File: src/rtl/dmem_arbiter.sv
// Shares the single data memory between the stage-4 CPU port and a host port.
// CPU has priority; starvation and burst counters bound each side's wait.
module dmem_arbiter #(
    parameter int ADDR_W     = 32,
    parameter int DATA_W     = 32,
    parameter int STARVE_MAX = 8,
    parameter int BURST_MAX  = 4
) (
    input  logic              clk,
    input  logic              rst,
    input  logic              cpu_req,
    input  logic              cpu_we,
    input  logic [ADDR_W-1:0] cpu_addr,
    input  logic [DATA_W-1:0] cpu_wdata,
    input  logic [2:0]        cpu_whb,
    output logic [DATA_W-1:0] cpu_rdata,
    output logic              cpu_stall,
    input  logic              host_req,
    input  logic              host_we,
    input  logic [ADDR_W-1:0] host_addr,
    input  logic [DATA_W-1:0] host_wdata,
    input  logic [2:0]        host_whb,
    output logic              host_gnt,
    output logic              host_rvalid,
    output logic [DATA_W-1:0] host_rdata,
    output logic [ADDR_W-1:0] mem_addr,
    output logic              mem_we,
    output logic [DATA_W-1:0] mem_wdata,
    output logic [2:0]        mem_whb,
    input  logic [DATA_W-1:0] mem_rdata
);

    localparam int SW = $clog2(STARVE_MAX + 1);
    localparam int BW = $clog2(BURST_MAX + 1);
    localparam logic [SW-1:0] STARVE_TOP = SW'(STARVE_MAX);
    localparam logic [BW-1:0] BURST_TOP  = BW'(BURST_MAX);

    typedef enum logic {
        OWN_CPU,
        OWN_HOST
    } owner_t;

    owner_t        owner_q, owner_d;
    logic [SW-1:0] starve_q, starve_d;
    logic [BW-1:0] burst_q, burst_d;

    always_comb begin
        host_gnt = 1'b0;
        unique case (owner_q)
            OWN_CPU:  host_gnt = host_req & (~cpu_req | (starve_q == STARVE_TOP));
            OWN_HOST: host_gnt = host_req & (~cpu_req | (burst_q < BURST_TOP));
            default:  host_gnt = 1'b0;
        endcase
    end

    // An idle CPU never writes, even if cpu_we is left high.
    always_comb begin
        mem_addr  = cpu_addr;
        mem_we    = cpu_we & cpu_req;
        mem_wdata = cpu_wdata;
        mem_whb   = cpu_whb;
        if (host_gnt) begin
            mem_addr  = host_addr;
            mem_we    = host_we;
            mem_wdata = host_wdata;
            mem_whb   = host_whb;
        end
    end

    assign cpu_rdata = mem_rdata;
    assign cpu_stall = cpu_req & host_gnt;

    always_comb begin
        owner_d  = OWN_CPU;
        burst_d  = '0;
        starve_d = '0;
        if (host_gnt) begin
            owner_d = OWN_HOST;
            if (owner_q == OWN_CPU)
                burst_d = BW'(1);
            else if (burst_q == BURST_TOP)
                burst_d = burst_q;
            else
                burst_d = burst_q + BW'(1);
        end else if (host_req & cpu_req) begin
            if (starve_q == STARVE_TOP)
                starve_d = starve_q;
            else
                starve_d = starve_q + SW'(1);
        end
    end

    always_ff @(posedge clk or negedge rst) begin
        if (!rst) begin
            owner_q     <= OWN_CPU;
            starve_q    <= '0;
            burst_q     <= '0;
            host_rvalid <= 1'b0;
            host_rdata  <= '0;
        end else begin
            owner_q     <= owner_d;
            starve_q    <= starve_d;
            burst_q     <= burst_d;
            host_rvalid <= host_gnt & ~host_we;
            if (host_gnt & ~host_we)
                host_rdata <= mem_rdata;
        end
    end

endmodule

File: config.mk
export PLATFORM = sky130hd
export DESIGN_NAME = dmem_arbiter
export DESIGN_NICKNAME = d
export VERILOG_FILES = /design/src/rtl/dmem_arbiter.sv
export SDC_FILE = /design/constraint.sdc
export NUM_CORES = 1
export LEC_CHECK = 0
export CORE_AREA = 2 2 119 121
export CTS_BUF_LIST = sky130_fd_sc_hd__clkbuf_4 sky130_fd_sc_hd__clkbuf_8 sky130_fd_sc_hd__clkbuf_16
export DETAILED_ROUTE_END_ITERATION = 7
export DIE_AREA = 0 0 121 123
export PLACE_DENSITY = 0.71
export REMOVE_ABC_BUFFERS = 1
export SLEW_MARGIN = 0
export SYNTH_ARGS = -nofsm -noshare
export SYNTH_HDL_FRONTEND = slang
export SYNTH_SLANG_ARGS = --single-unit
File: constraint.sdc
create_clock -name clk -period 2.6 [get_ports clk]
set_clock_uncertainty 0.15 [all_clocks]
set_input_delay 0.52 -clock clk [delete_from_list [all_inputs] [get_ports clk]]
set_output_delay 0.52 -clock clk [all_outputs]
set_load 0.05 [all_outputs]
==> results by group <==
STA
  – Final Critical Period: 2.85 ns
  – Setup Viol. Count Final: 67
  – Final WS setup: -0.251 ns
  – Relative slew slack: 38.9%
  – Max-slew violation count: 0
  – Setup TNS: -13.04 ns
  – Tightest Pin Transition: 0.917 ns
  – Crit share post-route: 110%
  – RSZ-0062 raised after global routing: yes
  – Peak Freq: 0.351 GHz
  – Hold Fails Final Rpt: 0

Setup path
  – Startpoint types: input port
  – Crit-path max cell delay: 0.50 ns
  – WP data arrival: 2.18 ns
  – Crit path max fanout: 10
  – CP Buf/Inv Count: 5
  – Critical Path End Type: output pin
  – Cell Chain, Critical Path: clkdlybuf4s50_1 -> inv_2 -> a31oi_4 -> buf_12 -> clkbuf_16 -> mux2_2 -> buf_6
  – Critical path's slowest cell: clkdlybuf4s50_1
  – Worst EP required: 1.93 ns
  – CP Class: in -> out
  – Crit path max-delay family: buffers and inverters

Floorplanning
  – Chip Height: 123 um
  – Die area: 0.0149 mm2
  – Die X: 121 um
  – Std cell rows: 43
  – I/O Pins: 307
  – Initial Util: 20.5%
  – Placeable Area: 0.0136 mm2

Global routing
  – First-pass GRT wire length: 17800 um
  – Met1 Resource Use GR: 14.7%
  – Total Routing Usage GR: 15.7%
  – Initial antenna violation count: 1
  – GR Layer Usage met2: 30.6%
  – Met3 Resource Use GR: 5.77%
  – Pin count of the biggest net entering global routing: 42
  – Gr busiest metal: met2
  – GR Overflow Total: 0
  – Vias in the first global route: 3204

Run status
  – Failing checks: setup timing
  – Status: finished with violations

Yosys
  – Share of flip-flops with an asynchronous set or reset: 100%
  – Post-synth EDFFs: 0
  – XOR/XNOR Fraction of Synth Area: 0.943%
  – Ys flop type: dfrtp_1
  – Simple-gate share of the synthesized area: 4.36%
  – Mux share of post-synthesis cell area: 41.1%
  – Post-Syn Area: 0.00279 mm2
  – Post-synth top cells: 94 x mux2_2, 41 x dfrtp_1, 39 x buf_4
  – Register bit count reported by yosys: 41
  – Syn avg cell area: 12.4 um2
  – Synth warnings: 0
  – Cell taking the most area after synthesis: mux2_2
  – Synth Area in Adders: 1.80%
  – Compound-cell area share of the yosys netlist: 2.42%
  – Synth top area share: 38.0%
  – Unique cell type count in the Yosys netlist: 25
  – Post-Synthesis Cells: 224
  – Main combinational cell family by area after synthesis: multiplexers
  – Sequential-to-total area share from yosys stat: 36.8%
  – Synth area leaders: mux2_2 38%, dfrtp_1 37%, buf_4 11%
  – Top-count cell post-synth: mux2_2

Clock network
  – CTS H-tree depth: 2
  – Max Root-Sink Buffers: 2
  – CTS tree: built
  – Worst-skew pair later-pin latency: 0.28 ns
  – CTS Buf Count: 5
  – Worst-path clk slew: 0.06 ns
  – CTS sink count: 41
  – CTS root buffer: clkbuf_16
  – Post-CTS Hold Buffers: 0

Routing
  – Drt wl/cell: 17.4 um
  – Routed WL: 12300 um
  – Detailed-route via count: 2933
  – Routed Antenna Nets: 0
  – DRT Pass-1 Iters: 4
  – Routed vias/inst: 4.17
  – DR iter-0 viols: 66
  – Remaining DRCs: 0

Layout
  – Synthesis-to-layout area growth: 141%
  – Nets: 699
  – FF+latch area: 0.00103 mm2
  – Fillers: 1214
  – Layout cells sized above 1: 47.0%
  – Design area: 0.00671 mm2
  – ANT cells: 0
  – Multi-input gate area: 0.00155 mm2

Placement
  – Dpl ws: -0.217 ns
  – Detailed Place HPWL: 10100 um
  – Dpl cell area: 0.00589 mm2
  – GP Congestion: 0.827
  – IO buf count: 306

Flow run
  – Max_cap viols: 0

Power
  – Pwr per Cell Area: 519 mW/mm2
  – Leak pwr: 2.87 nW
  – Pwr Total: 3.48 mW
  – VDD IR-drop max: 264 uV

Min path
  – HP Class: in -> async
final cells by class:
cell class	instances	share of cell area, %
Multi-Input combinational cell	135	23.1
Tap cell	180	3.36
Inverter	5	0.280
Timing Repair Buffer	335	55.6
Sequential cell	41	15.3
Clock buffer	5	1.86
Clock inverter	2	0.522
repair_timing:
action | 4_1_cts | 5_1_grt
setup endpoints to repair | 68 | 68
gates resized for setup | 142 | 9
pin swaps | 0 | 1
setup buffers | 5 | 1
gates cloned | 1 | 1
metal layers:
metal	routed length (um)	vias to the layer above	share of wire [%]
met1	3850	1358	31
met5	12	-	0.098
met4	369	2	3.0
met2	6640	193	54
met3	1380	22	11
li1	-	1358	-
cells in the final DEF, fill, tap and decap left out, types with 4 or more instances in the layout:
master	count
buf_6	44
nand2_1	4
nor2_1	4
clkdlybuf4s50_1	203
buf_8	34
mux2_4	32
buf_4	31
dfrtp_1	41
clkbuf_16	6
buf_12	20
mux2_2	68
report_power, final:
part | internal [mW] | switching, mW
Combinational | 0.917 | 1.11
Clock | 0.445 | 0.228
Sequential | 0.739 | 0.0504
Total | 2.10 | 1.38
worst register-to-register path, cell delays in order, from the launching register on:
cell and delay [ns]:
dfrtp_1 0.39, inv_2 0.08, ha_4 0.15, nand4bb_4 0.14
buf_4 0.18, a311oi_4 0.29, buf_12 0.24, mux2_2 0.38
metrics by stage:
step / hold WS (ns) / utilization, % / std cells
2_1_floorplan: 0.0744 / - / 181
3_3_place_gp: 0.338 / 43.3 / 688
3_5_place_dp: 0.344 / 43.3 / 688
4_1_cts: 0.261 / 48.8 / 701
5_1_grt: 0.315 / 49.3 / 703
6_report: 0.227 / 49.3 / 703
cells by family (layout without fill, tap and decap cells):
group / Yosys count / after routing
mux: 102 / 102
buf+inv: 48 / 347
flops: 41 / 41
simple gates: 19 / 19
compound gates: 7 / 7
fa+ha+maj: 4 / 4
xor+xnor: 3 / 3
final timing paths:
kind / slack, ns / depth (start not counted) / endpoint / from
max: -0.25 / 7 / mem_wdata[6] / host_req
min: 0.23 / 1 / host_rdata[11] / rst
max reg2reg: 0.48 / 7 / host_rdata[13] / starve_q[0]
min reg2reg: 0.35 / 1 / host_rdata[17] / host_rdata[17]
max in group asynchronous: 1.50 / 1 / host_rdata[15] / rst
min in group clk: 0.35 / 1 / host_rdata[17] / host_rdata[17]
state kept, by name, summed over array words and instances (netlist names):
name	flops
host_rvalid	1
owner_q	1
starve_q	4
burst_q	3
host_rdata	32
Note: power is estimated with default switching activity, not from simulation.
